===== src/rtl/led_trail_dimmer_pkg.sv =====
// Shared constants for the LED light chain (running-light stage and trail dimmer).
// Also holds the per-channel level update rule.
package led_trail_dimmer_pkg;

    localparam int N_LED     = 16;
    localparam int PWM_BITS  = 4;
    localparam int LEVEL_MAX = (1 << PWM_BITS) - 1;
    localparam int DECAY_DIV = 10;

    typedef enum logic [1:0] {
        LVL_HOLD,
        LVL_LOAD,
        LVL_DECAY
    } lvl_op_e;

    // A fresh hit from the running light always beats a decay step on the same edge.
    function automatic lvl_op_e lvl_op(input logic load, input logic tick);
        if (load) return LVL_LOAD;
        if (tick) return LVL_DECAY;
        return LVL_HOLD;
    endfunction

endpackage


===== src/rtl/led_fade_ch.sv =====
// One trail channel: brightness level with load/decay and a registered PWM compare.
module led_fade_ch #(
    parameter int PWM_BITS = led_trail_dimmer_pkg::PWM_BITS
) (
    input  logic                clk,
    input  logic                rst,
    input  logic                en,
    input  logic                load,
    input  logic                decay_tick,
    input  logic [PWM_BITS-1:0] pwm_cnt,
    output logic                led_out
);
    import led_trail_dimmer_pkg::*;

    logic [PWM_BITS-1:0] level;

    always_ff @(posedge clk or negedge rst) begin
        if (!rst) begin
            level   <= '0;
            led_out <= 1'b0;
        end else begin
            // Compare uses the pre-edge level, so a fresh load shows up one edge later.
            led_out <= en && (level > pwm_cnt);
            if (en) begin
                case (lvl_op(load, decay_tick))
                    LVL_LOAD:  level <= '1;
                    LVL_DECAY: level <= (level == '0) ? level : level - 1'b1;
                    default:   level <= level;
                endcase
            end
        end
    end

endmodule


===== src/rtl/led_trail_dimmer.sv =====
// Turns a one-hot running light into a fading trail: shared PWM and decay
// counters drive N_LED independent fade channels.
module led_trail_dimmer #(
    parameter int N_LED     = led_trail_dimmer_pkg::N_LED,
    parameter int PWM_BITS  = led_trail_dimmer_pkg::PWM_BITS,
    parameter int DECAY_DIV = led_trail_dimmer_pkg::DECAY_DIV
) (
    input  logic             clk,
    input  logic             rst,
    input  logic             en,
    input  logic [N_LED-1:0] led_in,
    output logic [N_LED-1:0] led_out,
    output logic             pwm_sync
);
    localparam int DW       = (DECAY_DIV > 1) ? $clog2(DECAY_DIV) : 1;
    localparam int PWM_LAST = (1 << PWM_BITS) - 2;
    localparam int DEC_LAST = DECAY_DIV - 1;

    logic [PWM_BITS-1:0] pwm_cnt;
    logic [DW-1:0]       dcnt;
    logic                decay_tick;

    assign decay_tick = en && (dcnt == DW'(DEC_LAST));

    // PWM period is LEVEL_MAX cycles so level LEVEL_MAX means always on.
    always_ff @(posedge clk or negedge rst) begin
        if (!rst) begin
            pwm_cnt  <= '0;
            dcnt     <= '0;
            pwm_sync <= 1'b0;
        end else begin
            pwm_sync <= en && (pwm_cnt == '0);
            if (en) begin
                pwm_cnt <= (pwm_cnt == PWM_BITS'(PWM_LAST)) ? '0 : pwm_cnt + 1'b1;
                dcnt    <= decay_tick ? '0 : dcnt + 1'b1;
            end
        end
    end

    for (genvar i = 0; i < N_LED; i++) begin : g_ch
        led_fade_ch #(
            .PWM_BITS(PWM_BITS)
        ) u_ch (
            .clk        (clk),
            .rst        (rst),
            .en         (en),
            .load       (led_in[i]),
            .decay_tick (decay_tick),
            .pwm_cnt    (pwm_cnt),
            .led_out    (led_out[i])
        );
    end

endmodule


===== config.mk =====
export PLATFORM = sky130hd
export DESIGN_NAME = led_trail_dimmer
export DESIGN_NICKNAME = d
export VERILOG_FILES = /design/src/rtl/led_trail_dimmer_pkg.sv /design/src/rtl/led_fade_ch.sv /design/src/rtl/led_trail_dimmer.sv
export SDC_FILE = /design/constraint.sdc
export NUM_CORES = 1
export LEC_CHECK = 0
export CAP_MARGIN = 20
export CORE_MARGIN = 8
export CORE_UTILIZATION = 40
export DETAILED_ROUTE_END_ITERATION = 6
export PLACE_DENSITY = 0.64
export SKIP_LAST_GASP = 1
export SYNTH_ARGS = -nofsm -noshare
export SYNTH_HDL_FRONTEND = slang
export SYNTH_SLANG_ARGS = --single-unit

===== constraint.sdc =====
create_clock -name clk -period 2.32 [get_ports clk]
set_clock_uncertainty 0.05 [all_clocks]
set_input_delay 0.348 -clock clk [delete_from_list [all_inputs] [get_ports clk]]
set_output_delay 0.348 -clock clk [all_outputs]
set_load 0.05 [all_outputs]

# --- After elaboration in Yosys (flattened, before gate mapping) ---
# Index checks and enable logic that the tools add are counted.
totals:
  in_bits: 19
  elab_cells: 365
  ff_bits: 89
  output_inout_bits: 17
classes:
  mux: 179
  reduce_logical: 67
  eq_ne: 50
  add_sub_neg: 18
  n_lt_le_gt_ge: 16
op_table:
  columns: ["cell", "count"]
  rows:
  - ["2-bit 2-to-1 mux", 80]
  - ["4-bit one-hot mux with 2 select lines", 16]
  - ["4-bit 2-to-1 mux", 18]
  - ["4-bit zero test", 17]
  - ["1-bit 2-to-1 mux", 65]
  - ["4-bit > comparator", 16]
  - ["4-bit by 1-bit subtractor with 4-bit output, second input constant", 16]
  - ["3-bit AND reduction", 16]
  - ["2-bit by 1-bit == test with 1-bit output, second input constant", 16]
  - ["2-bit == test, second input constant", 16]
  - ["2-bit != test, second input constant", 16]
  - ["2-bit nonzero test", 16]
  - ["1-bit logical AND", 18]
  - ["4-bit by 1-bit adder with 4-bit output, second input constant", 2]
  - ["4-bit == test, second input constant", 2]

# --- Depth between registers and ports, before layout ---
# Gate-level depths: netlist of the first run.
depth:
  word_depth: 11
  depth_mapped: 8
  mapped_depth_nobuf: 5

# --- Modules after synthesis ---
# Synthesis of the first run repeated with hierarchy kept, for this count alone.
unflattened:
  hier_cells: 656
  area_unflattened_um2: 6163.4
modules_own_cells:
  columns: ["mod", "n_inst", "seq_area_each_um2", "cells_per_inst", "area_per_inst_um2"]
  rows:
  - ["led_fade_ch", 16, 125.1, 38, 356.6]
  - ["led_trail_dimmer", 1, 225.2, 48, 457.9]

# --- Worst setup path before layout of the first run ---
# Ideal clock, no wire load.
synth_path:
  path_kind: "register to register"
  from: "reg pwm_cnt[2]"
  to: "reg g_ch[0].u_ch.led_out"
  setup_ps: 123
  path_buffers: 0
  period_less_slack_ps: 1679
  stages_incl_launch_ff: 6
  path_slack_ps: 641
  arrival_time_ps: 1506
  path_cell_list: "dfrtp_1 -> inv_1 -> ha_1 -> a21oi_1 -> o22ai_1 -> o221a_2"
synth_via:
  elab_chain_cells: 2
synth_lines:
  columns: ["element", "line", "rtl"]
  rows:
  - ["start: declaration", "led_trail_dimmer.sv:19", "logic [PWM_BITS-1:0] pwm_cnt;"]
  - ["start signal: assignment", "led_trail_dimmer.sv:34", "pwm_cnt <= (pwm_cnt == PWM_BITS'(PWM_LAST)) ? '0 : pwm_cnt + 1'b1;"]
  - ["4-bit > comparator", "led_fade_ch.sv:23", "led_out <= en && (level > pwm_cnt);"]
  - ["1-bit logical AND", "led_fade_ch.sv:23", null]
  - ["end signal: assignment", "led_fade_ch.sv:23", null]
  - ["end: declaration", "led_fade_ch.sv:11", "output logic led_out"]
# Every way passes these cells.
# A chain may end at the register's enable or synchronous reset.

# --- Worst setup path after layout of the first run ---
layout_path:
  from: "reg dcnt[1]"
  to: "reg g_ch[13].u_ch.level[1]"
layout_via:
  elab_chain_cells: 11
  word_cells_on_any_way: 15
  classes_between: "eq/ne (4); mux (8); reduce/logical (3)"
layout_lines:
  columns: ["element", "line", "rtl"]
  rows:
  - ["start: declaration", "led_trail_dimmer.sv:20", "logic [DW-1:0] dcnt;"]
  - ["start signal: assignment", "led_trail_dimmer.sv:35", "dcnt <= decay_tick ? '0 : dcnt + 1'b1;"]
  - ["4-bit == test (*)", "led_trail_dimmer.sv:23", "assign decay_tick = en && (dcnt == DW'(DEC_LAST));"]
  - ["1-bit logical AND (*)", "led_trail_dimmer.sv:23", null]
  - ["1-bit 2-to-1 mux (2 in a row)", "led_trail_dimmer_pkg.sv:19", "if (tick) return LVL_DECAY;"]
  - ["1-bit 2-to-1 mux", "led_fade_ch.sv:24", "if (en) begin"]
  - ["2-bit 2-to-1 mux (*)", "led_trail_dimmer_pkg.sv:20", "return LVL_HOLD;"]
  - ["2-bit 2-to-1 mux (*)", "led_trail_dimmer_pkg.sv:19", null]
  - ["2-bit 2-to-1 mux (*)", "led_fade_ch.sv:24", null]
  - ["2-bit == test / 2-bit by 1-bit == test with 1-bit output (equally long branches)", "led_fade_ch.sv:25", "case (lvl_op(load, decay_tick))"]
  - ["2-bit != test (no line) / 2-bit nonzero test (equally long branches)", null, null]
  - ["3-bit AND reduction (no line)", null, null]
  - ["end signal: assignment", "led_fade_ch.sv:27", "LVL_DECAY: level <= (level == '0) ? level : level - 1'b1;"]
  - ["end signal: assignment", "led_fade_ch.sv:28", "default: level <= level;"]
  - ["end: declaration", "led_fade_ch.sv:15", "logic [PWM_BITS-1:0] level;"]
# Mark *: on every way between the ends. The rest lies on a longest branch, timed or not. The select of a mux whose other input is x is not followed.

==> impl_results.md, run 1 <==
- Drt via density: 5.779
- Dpl hpwl: 10.60 mm
- H-tree depth: 3
- Max Freq: 503.0 MHz
- Die area: 20420 sq um
- Status: complete, but fails checks
- Vias in the first global route: 5326
- Post-CTS Setup Repair Bufs: 0
- Root buffer cell: clkbuf_16
- Syn_area_per_cell: 9.484 sq um
- Synthesized net count: 780
- CP Launch Type: register
- Commonest non-fill, non-tap cell in the layout: dfrtp_1
- TNS Setup: 0 ps
- Post-CTS resize count: 0
- Pwr dens: 912.7 nW/um^2
- RePlAce Congestion: 0.8010
- Deepest clock path buffer count: 2
- Ys flop type: dfrtp_1
- Leakage: 3.031 nW
- Post-DR wirelength/cell: 16.59 um
- Slew HR: 0.4927
- Seq. cell area: 2227 sq um
- Core area: 15830 sq um
- Seq/Total Area, Yosys: 0.3458
- Netlist cell types: 52
- Maximum VDD drop: 0.0004425 V
- CP arrival: 2190 ps
- Starting Density: 0.4069
- CP Max Fanout: 21
- Endpoints failing setup: 0
- WHS: -37.54 ps
- Synth warn: 0
- Drt drc: 0
- DP Cell Count: 902
- Post-synth EDFFs: 0
- Cell Rows: 46
- Worst-Skew Late Latency: 350 ps
- Routed WL: 15.23 mm
- Most frequent cells in the layout: dfrtp_1 (89), ha_1 (82), inv_1 (77)
- Grt total ovfl: 0
- CP Capture Type: register
- Initial antenna violation count: 0
- Total track usage: 0.1558
- Sink Count: 89
- Non-Filler Instances: 918
- # nets final: 798
- Input/output buffers: 35
- Hold Buf Count CTS: 0
- Fin crit share: 0.8569
- CTS tree: done
- Max-cap violation count: 0
- Share of cells above drive strength 1: 0.1068
- First-pass GRT wire length: 25.69 mm
- Die width: 142.9 um
- Number of buffers created by CTS: 9
- Antenna cells: 0
- Mapped Cells: 679
- Final Hold Violating Endpoints: 10
- I/O pin total: 36
- Total of fill cells in the finished design: 1451
- Multi-input gate area: 3635 sq um
- Largest net degree at the start of global routing: 90
- Crit path required time: 2520 ps
- Critical path class: reg2reg
- Yosys reg bits: 89
- RSZ-0062 raised after global routing: false
- Via count: 5305
- Drt first pass iters: 4
- Die Span Y: 142.9 um
- Async SR Flop Fraction: 1.000
- Failing checks: negative hold slack
- Antenna-violating nets left: 0
- Hold WC Path Type: in2async
- Least-Margin Pin Slew: 760.1 ps
- Syn Std Cell Area: 6440 sq um
- Max-slew violation count: 0
- Synth-to-Final Area Change: 13.17%
- Initial DRC Count: 299
- Minimum clock period after layout: 1988 ps
- Clock-pin slew on the worst setup and hold paths: 70 ps
[stage by stage]
| step | setup slack, ps | hold slack, ps | utilization | instance area, sq um | total power (W) |
|---|---|---|---|---|---|
| 2_1_floorplan | 641.0 | 2.409 | - | 6440 | 0.004164 |
| 3_3_place_gp | 356.4 | 391.6 | 0.4387 | 6944 | 0.004781 |
| 3_5_place_dp | 296.0 | 399.8 | 0.4387 | 6944 | 0.004982 |
| 4_1_cts | 335.8 | 20.95 | 0.4605 | 7288 | 0.006718 |
| 5_1_grt | 198.4 | 47.48 | 0.4605 | 7288 | 0.007154 |
| 6_report | 332.1 | -37.54 | 0.4605 | 7288 | 0.006652 |
[area by class of cell]
class,count,area share
flip-flops and latches,89,0.3056
clock inverters,7,0.01631
clock buffers,9,0.03090
well taps,216,0.03708
repair buffers,54,0.07176
inverters,77,0.03966
multi-input cells,466,0.4987
[state kept, by name (all words and copies together) (netlist names)]
signal / cells
dcnt: 4
g_ch.u_ch.level: 64
pwm_sync: 1
pwm_cnt: 4
g_ch.u_ch.led_out: 16
[power breakdown]
group | switching [W] | internal [W]
Clock | 0.000664 | 0.00105
Sequential | 0.000282 | 0.00184
Combinational | 0.00166 | 0.00114
[critical path: stages (launching register included)]
cell and delay [ps]:
dfrtp_1 400, inv_1 80, ha_1 200, and4b_2 480, buf_4 320, a211oi_1 110, a311oi_1 260
[worst paths after layout]
| check | start | slack (ps) | cells past startpoint | end |
|---|---|---|---|---|
| max | dcnt[1]$_DFFE_PN0P_ | 330 | 6 | g_ch[13].u_ch.level[1]$_DFFE_PN0P_ |
| min | rst | -40 | 2 | g_ch[7].u_ch.led_out$_DFF_PN0_ |
| min reg2reg | pwm_cnt[3]$_DFFE_PN0P_ | 480 | 1 | pwm_sync$_DFF_PN0_ |
| max in group asynchronous | rst | 1820 | 2 | g_ch[0].u_ch.level[0]$_DFFE_PN0P_ |
| max reg2reg | dcnt[1]$_DFFE_PN0P_ | 330 | 6 | g_ch[13].u_ch.level[1]$_DFFE_PN0P_ |
| min in group clk | en | 450 | 4 | g_ch[5].u_ch.led_out$_DFF_PN0_ |
[synthesized netlist by cell type (8+ instances only)]
cell       n  area share
or4b_4    11       0.024
o211ai_1  22       0.026
a211oi_1   9       0.010
o221a_2    9       0.016
a21oi_1   51       0.040
inv_1     77       0.045
buf_4     16       0.019
o22ai_1   10      0.0097
nand3_1   24       0.019
nor3_1    35       0.027
a22oi_1    9       0.010
ha_1      82        0.16
dfrtp_1   89        0.35
a311oi_1   8       0.011
buf_2     13       0.010
o21ai_0   33       0.026
nor3b_1   20       0.023
clkbuf_1  10      0.0058
nand4_1    8      0.0078
nand2_1   19       0.011
nor2b_1   15       0.015
[routing by layer]
layer	GRT usage	share of wire
met1	0.1909	0.46
met2	0.2638	0.49
met3	0.03105	0.036
met4	0.06040	0.019
met5	0	0
[cells by family after synthesis]
group,after synthesis,share of synthesized area
compound gates,190,0.2036
simple gates,189,0.1935
buf+inv,124,0.08996
flops,89,0.3458
fa+ha+maj,82,0.1593
mux,5,0.007772
Note: power is estimated with default switching activity, not from simulation.
==> run 2, diff against run 1 <==
- clock period: 2.32 -> 2.6 ns (I/O delays scaled with it)
==> run 2 against run 1 <==
Combinational power decreased by 11%; maximum frequency decreased by 4.9%; flip-flop and latch count unchanged; the run now ends clean; global-route usage increased by 0.087 points; register-to-register slack improved by 180 ps.
==> impl_results.md, run 2 (same netlist as run 1, synthesis figures left out) <==
- Status: finished, final reports clean
- Via count: 5323 (+0.34%)
- Root buffer cell: clkbuf_16
- Input/output buffers: 35 (unchanged)
- Max FFs per register: 64 (unchanged)
- Vias in the first global route: 5540 (+4.0%)
- Largest net degree at the start of global routing: 52 (-42%)
- H-tree depth: 3 (unchanged)
- Post-CTS Setup Repair Bufs: 0 (unchanged)
- Max-cap violation count: 0 (unchanged)
- Minimum clock period after layout: 2090 ps (+102.3 ps)
- Total of fill cells in the finished design: 1482 (+2.1%)
- Routed WL: 15.03 mm (-1.3%)
- Hold WC Path Type: in2reg
- Critical path class: reg2reg
- First-pass GRT wire length: 26.11 mm (+1.6%)
- Antenna cells: 0 (unchanged)
- Max-slew violation count: 0 (unchanged)
- Drt first pass iters: 4 (unchanged)
- Top Registers: g_ch.u_ch.level (64), g_ch.u_ch.led_out (16)
- Max Freq: 478.4 MHz (-4.9%)
- I/O pin total: 36 (unchanged)
- R2R setup slack: 510 ps (+180 ps)
- Share of cells above drive strength 1: 0.1041 (-0.002701)
- Final Hold Violating Endpoints: 0 (-10)
- Seq. cell area: 2227 sq um (unchanged)
- CP arrival: 2280 ps (+90 ps)
- Fin util: 0.4598 (-0.0007110)
- TNS Setup: 0 ps (unchanged)
- Number of buffers created by CTS: 9 (unchanged)
- Starting Density: 0.4069 (unchanged)
- Drt via density: 5.805 (+0.45%)
- Dpl hpwl: 10.55 mm (-0.55%)
- Pwr dens: 811.0 nW/um^2 (-11%)
- Cell Rows: 46 (unchanged)
- CP Launch Type: register
- Worst-Skew Late Latency: 350 ps (about the same)
- # nets final: 798 (unchanged)
- Antenna-violating nets left: 0 (unchanged)
- Endpoints failing setup: 0 (unchanged)
- Die Span Y: 142.9 um (unchanged)
- Leakage: 3.038 nW (+0.21%)
- Drt drc: 0 (unchanged)
- Grt total ovfl: 0 (unchanged)
- Multi-input gate area: 3635 sq um (unchanged)
- Hold Path Depth: 3
- Synth-to-Final Area Change: 13.00%
- Sink Count: 89 (unchanged)
- Die width: 142.9 um (unchanged)
- Total track usage: 0.1567 (+0.0008709)
- Post-DR wirelength/cell: 16.39 um (-1.2%)
- Least-Margin Pin Slew: 564.2 ps (-195.9 ps)
- Crit Reg-Reg Endpoint: g_ch[6].u_ch.level[3]$_DFFE_PN0P_
- Crit path required time: 2790 ps (+270 ps)
- Initial antenna violation count: 1 (+1)
- Fin crit share: 0.8039 (-0.05294)
- FF-to-FF path depth: 6 (unchanged)
- Core area: 15830 sq um (unchanged)
- Die area: 20420 sq um (unchanged)
- CP Capture Type: register
- Slew HR: 0.6235 (+0.1308)
- Commonest non-fill, non-tap cell in the layout: dfrtp_1
- Power, Total: 0.005901 W (-11%)
- Initial DRC Count: 293 (-2.0%)
- CTS tree: done
- CP Max Fanout: 24 (+14%)
- Maximum VDD drop: 0.0003417 V (-23%)
- Most frequent cells in the layout: dfrtp_1 (89), ha_1 (82), inv_1 (77)
- Reg2reg start: dcnt[1]$_DFFE_PN0P_
- End of the worst hold path: dcnt[0]$_DFFE_PN0P_
- Deepest clock path buffer count: 2 (unchanged)
- Clock-pin slew on the worst setup and hold paths: 60 ps (about the same)
- Post-CTS resize count: 0 (unchanged)
- Hold Startpoint: en
- RePlAce Congestion: 0.8093 (+1.0%)
- RSZ-0062 raised after global routing: false
- Largest reg by FF count: g_ch.u_ch.level
run 2: per-stage QoR:
step	setup WS [ps]	area [sq um]	hold WS (ps)	cells
2_1_floorplan	921.0	6440	44.41	679
3_3_place_gp	585.7	6924	375.4	901
3_5_place_dp	540.4	6924	374.0	901
4_1_cts	517.2	7277	311.5	917
5_1_grt	364.6	7277	362.8	917
6_report	509.8	7277	326.2	917
run 2: cell type report:
type                       instances  area share
multi-input combinational        466      0.4995
timing repair buffer              54     0.07050
clock inverter                     5     0.01427
clock buffer                      10     0.03284
inverter                          77     0.03972
tap                              216     0.03714
sequential                        89      0.3061
run 2: worst max-delay path by stage:
stage	startpoint	endpoint	slack [ps]	cells past startpoint
2_1_floorplan	pwm_cnt[2]$_DFFE_PN0P_	g_ch[0].u_ch.led_out$_DFF_PN0_	920	5
3_3_place_gp	led_in[15]	g_ch[15].u_ch.level[0]$_DFFE_PN0P_	590	4
3_5_place_dp	dcnt[1]$_DFFE_PN0P_	g_ch[8].u_ch.level[3]$_DFFE_PN0P_	540	6
4_1_cts	dcnt[1]$_DFFE_PN0P_	g_ch[6].u_ch.level[3]$_DFFE_PN0P_	520	6
5_1_grt	dcnt[1]$_DFFE_PN0P_	g_ch[10].u_ch.level[3]$_DFFE_PN0P_	360	6
6_report	dcnt[1]$_DFFE_PN0P_	g_ch[6].u_ch.level[3]$_DFFE_PN0P_	510	6
run 2: what timing repair did:
action | CTS | global route
hold buffers | 1 | 0
endpoints found under the hold margin | 11 | 0
endpoints found under the setup margin | 0 | 0
run 2: layer usage:
metal  part of all wire  GRT usage  vias up
li1                   -          -     2574
met1               0.44     0.1853     2642
met2               0.50     0.2710       87
met3              0.044    0.04007       18
met4              0.016    0.05145        2
met5            0.00053          0        -
run 2: worst max-delay path: stages (launching register included):
cell and delay, ps:
dfrtp_1 410, inv_1 80, ha_1 200, and4b_2 530, buf_4 360, a211oi_1 130
a311oi_1 230
run 2: power by group:
part           internal, W  total [W]  switching [W]
clock network     0.000960    0.00151       0.000552
logic              0.00101    0.00250        0.00149
registers          0.00165    0.00189       0.000243
==> run 3, diff against run 2 <==
- clock period: 2.6 -> 2.1 ns (I/O delays scaled with it)
==> run 3 against run 2 <==
Register-to-register slack got worse by 350 ps; design area increased by 0.22%; core utilization increased by 0.10 points; final cell count increased by 1.4%; worst hold slack got worse by 92 ps; combinational power increased by 26%; global-route usage increased by 0.14 points; non-clock buffer count increased by 12; sequential power increased by 24%; setup slack got worse by 350 ps; via count increased by 1.8%.
==> impl_results.md, run 3 (same netlist as run 1, synthesis figures left out) <==
- Pwr dens: 956.7 nW/um^2 (+18%)
- Slew HR: 0.5130 (-0.1105)
- Max Freq: 515.6 MHz (+7.8%)
- Routed WL: 15.61 mm (+3.9%)
- Via count: 5421 (+1.8%)
- Max-cap violation count: 0 (unchanged)
- Share of cells above drive strength 1: 0.1162 (+0.01211)
- Input/output buffers: 35 (unchanged)
- R2R setup slack: 160 ps (-350 ps)
- Initial DRC Count: 272 (-7.2%)
- Maximum VDD drop: 0.0005783 V (+69%)
- Crit path required time: 2300 ps (-490 ps)
- Die area: 20420 sq um (unchanged)
- Hold Startpoint: en
- Crit Reg-Reg Endpoint: g_ch[13].u_ch.level[1]$_DFFE_PN0P_
- Drt via density: 5.829 (+0.42%)
- Final Hold Violating Endpoints: 0 (unchanged)
- Leakage: 3.059 nW (+0.72%)
- RSZ-0062 raised after global routing: false
- Largest net degree at the start of global routing: 51 (-1.9%)
- Synth-to-Final Area Change: 13.25%
- Fin util: 0.4608 (+0.001028)
- CP arrival: 2140 ps (-140 ps)
- H-tree depth: 3 (unchanged)
- Starting Density: 0.4069 (unchanged)
- Core area: 15830 sq um (unchanged)
- FF-to-FF path depth: 6 (unchanged)
- Deepest clock path buffer count: 2 (unchanged)
- Antenna-violating nets left: 0 (unchanged)
- Number of buffers created by CTS: 9 (unchanged)
- Commonest non-fill, non-tap cell in the layout: dfrtp_1
- Largest reg by FF count: g_ch.u_ch.level
- Least-Margin Pin Slew: 729.7 ps (+165.6 ps)
- # nets final: 810 (+1.5%)
- Dpl ws: 116.5 ps (-423.9 ps)
- Antenna cells: 0 (unchanged)
- I/O pin total: 36 (unchanged)
- Max-slew violation count: 0 (unchanged)
- Post-DR wirelength/cell: 16.79 um (+2.4%)
- Root buffer cell: clkbuf_16
- Final WS setup: 160.4 ps (-349.4 ps)
- Status: finished, final reports clean
- Die Span Y: 142.9 um (unchanged)
- Reg2reg start: dcnt[1]$_DFFE_PN0P_
- CTS tree: done
- Cell Rows: 46 (unchanged)
- Drt first pass iters: 5 (+1)
- Total of fill cells in the finished design: 1469 (-0.88%)
- Initial antenna violation count: 0 (-1)
- Max FFs per register: 64 (unchanged)
- Dpl cell area: 7027 sq um (+1.5%)
- Top Registers: g_ch.u_ch.level (64), g_ch.u_ch.led_out (16)
- Total track usage: 0.1580 (+0.001362)
- Hold Path Depth: 2 (-1)
- Clock-pin slew on the worst setup and hold paths: 70 ps (about the same)
- End of the worst hold path: dcnt[0]$_DFFE_PN0P_
- Most frequent cells in the layout: dfrtp_1 (89), ha_1 (82), inv_1 (77)
- CP Max Fanout: 38 (+58%)
- Hold WC Path Type: in2reg
- Critical path class: reg2reg
- Die width: 142.9 um (unchanged)
- First-pass GRT wire length: 26.07 mm (-0.16%)
- Power, Total: 0.006978 W (+18%)
- CP Capture Type: register
- Drt drc: 0 (unchanged)
- TNS Setup: 0 ps (unchanged)
- Endpoints failing setup: 0 (unchanged)
- Worst-Skew Late Latency: 350 ps (about the same)
- Minimum clock period after layout: 1940 ps (-150.6 ps)
- Post-route cell area: 7293 sq um (+0.22%)
- Vias in the first global route: 5433 (-1.9%)
- CP Launch Type: register
- Sink Count: 89 (unchanged)
- RePlAce Congestion: 0.8227 (+1.7%)
- Grt total ovfl: 0 (unchanged)
- Fin crit share: 0.9236 (+0.1197)
- Dpl hpwl: 10.97 mm (+4.1%)
## run 3: changes by cell type in the layout (fill, tap and decap cells not counted)
cell | before | now
buf_4 | 17 | 28
bufinv_16 | 3 | 0
clkbuf_1 | 0 | 3
clkinv_2 | 1 | 4
buf_12 | 2 | 3
clkbuf_8 | 1 | 0
clkinv_4 | 1 | 0
## run 3: worst max path at each step
stage                                      start                                  to  cells after the start
after global routing         dcnt[1]$_DFFE_PN0P_  g_ch[13].u_ch.level[1]$_DFFE_PN0P_                      6
after floorplan           pwm_cnt[2]$_DFFE_PN0P_      g_ch[0].u_ch.led_out$_DFF_PN0_                      5
after global placement                 led_in[5]   g_ch[5].u_ch.level[0]$_DFFE_PN0P_                      4
after CTS                    dcnt[1]$_DFFE_PN0P_   g_ch[6].u_ch.level[3]$_DFFE_PN0P_                      6
final                        dcnt[1]$_DFFE_PN0P_  g_ch[13].u_ch.level[1]$_DFFE_PN0P_                      6
after detailed placement               led_in[5]   g_ch[5].u_ch.level[0]$_DFFE_PN0P_                      4
## run 3: through the flow
stage	hold slack [ps]	instances
after floorplan	-30.59	679
after global placement	304.3	913
after detailed placement	301.3	913
after CTS	219.9	930
after global routing	253.6	930
final	234.0	930
## run 3: cell type report
cell class | count | area (sq um) | share of cell area
inverters | 77 | 289.0 | 0.03963
repair buffers | 66 | 615.6 | 0.08441
multi-input cells | 466 | 3635 | 0.4984
flip-flops and latches | 89 | 2227 | 0.3054
clock inverters | 4 | 20.02 | 0.002745
clock buffers | 12 | 236.5 | 0.03242
well taps | 216 | 270.3 | 0.03706
## run 3: critical path, cell delays in order (launching register included)
cell and delay [ps]:
dfrtp_1 400, inv_1 80, ha_1 190, and4b_2 480, buf_12 260, a211oi_1 100
a311oi_1 260
## run 3: what timing repair did
item	CTS	global route
setup buffers	0	0
endpoints found under the hold margin	39	0
gates resized for setup	0	0
hold buffers	1	0
## run 3: layer usage
layer,global-route usage,vias to the layer above,share of wire
met4,0.07047,0,0.022
met2,0.2763,107,0.50
met1,0.1866,2686,0.44
li1,-,2600,-
met3,0.02604,28,0.035
met5,0,-,0
## run 3: report_power, final
part	leakage, nW	switching, W	total (W)	internal [W]
clock network	0.130	0.000692	0.00149	0.000796
logic	2.04	0.00187	0.00315	0.00128
registers	0.892	0.000303	0.00234	0.00204
total	3.06	0.00286	0.00698	0.00411
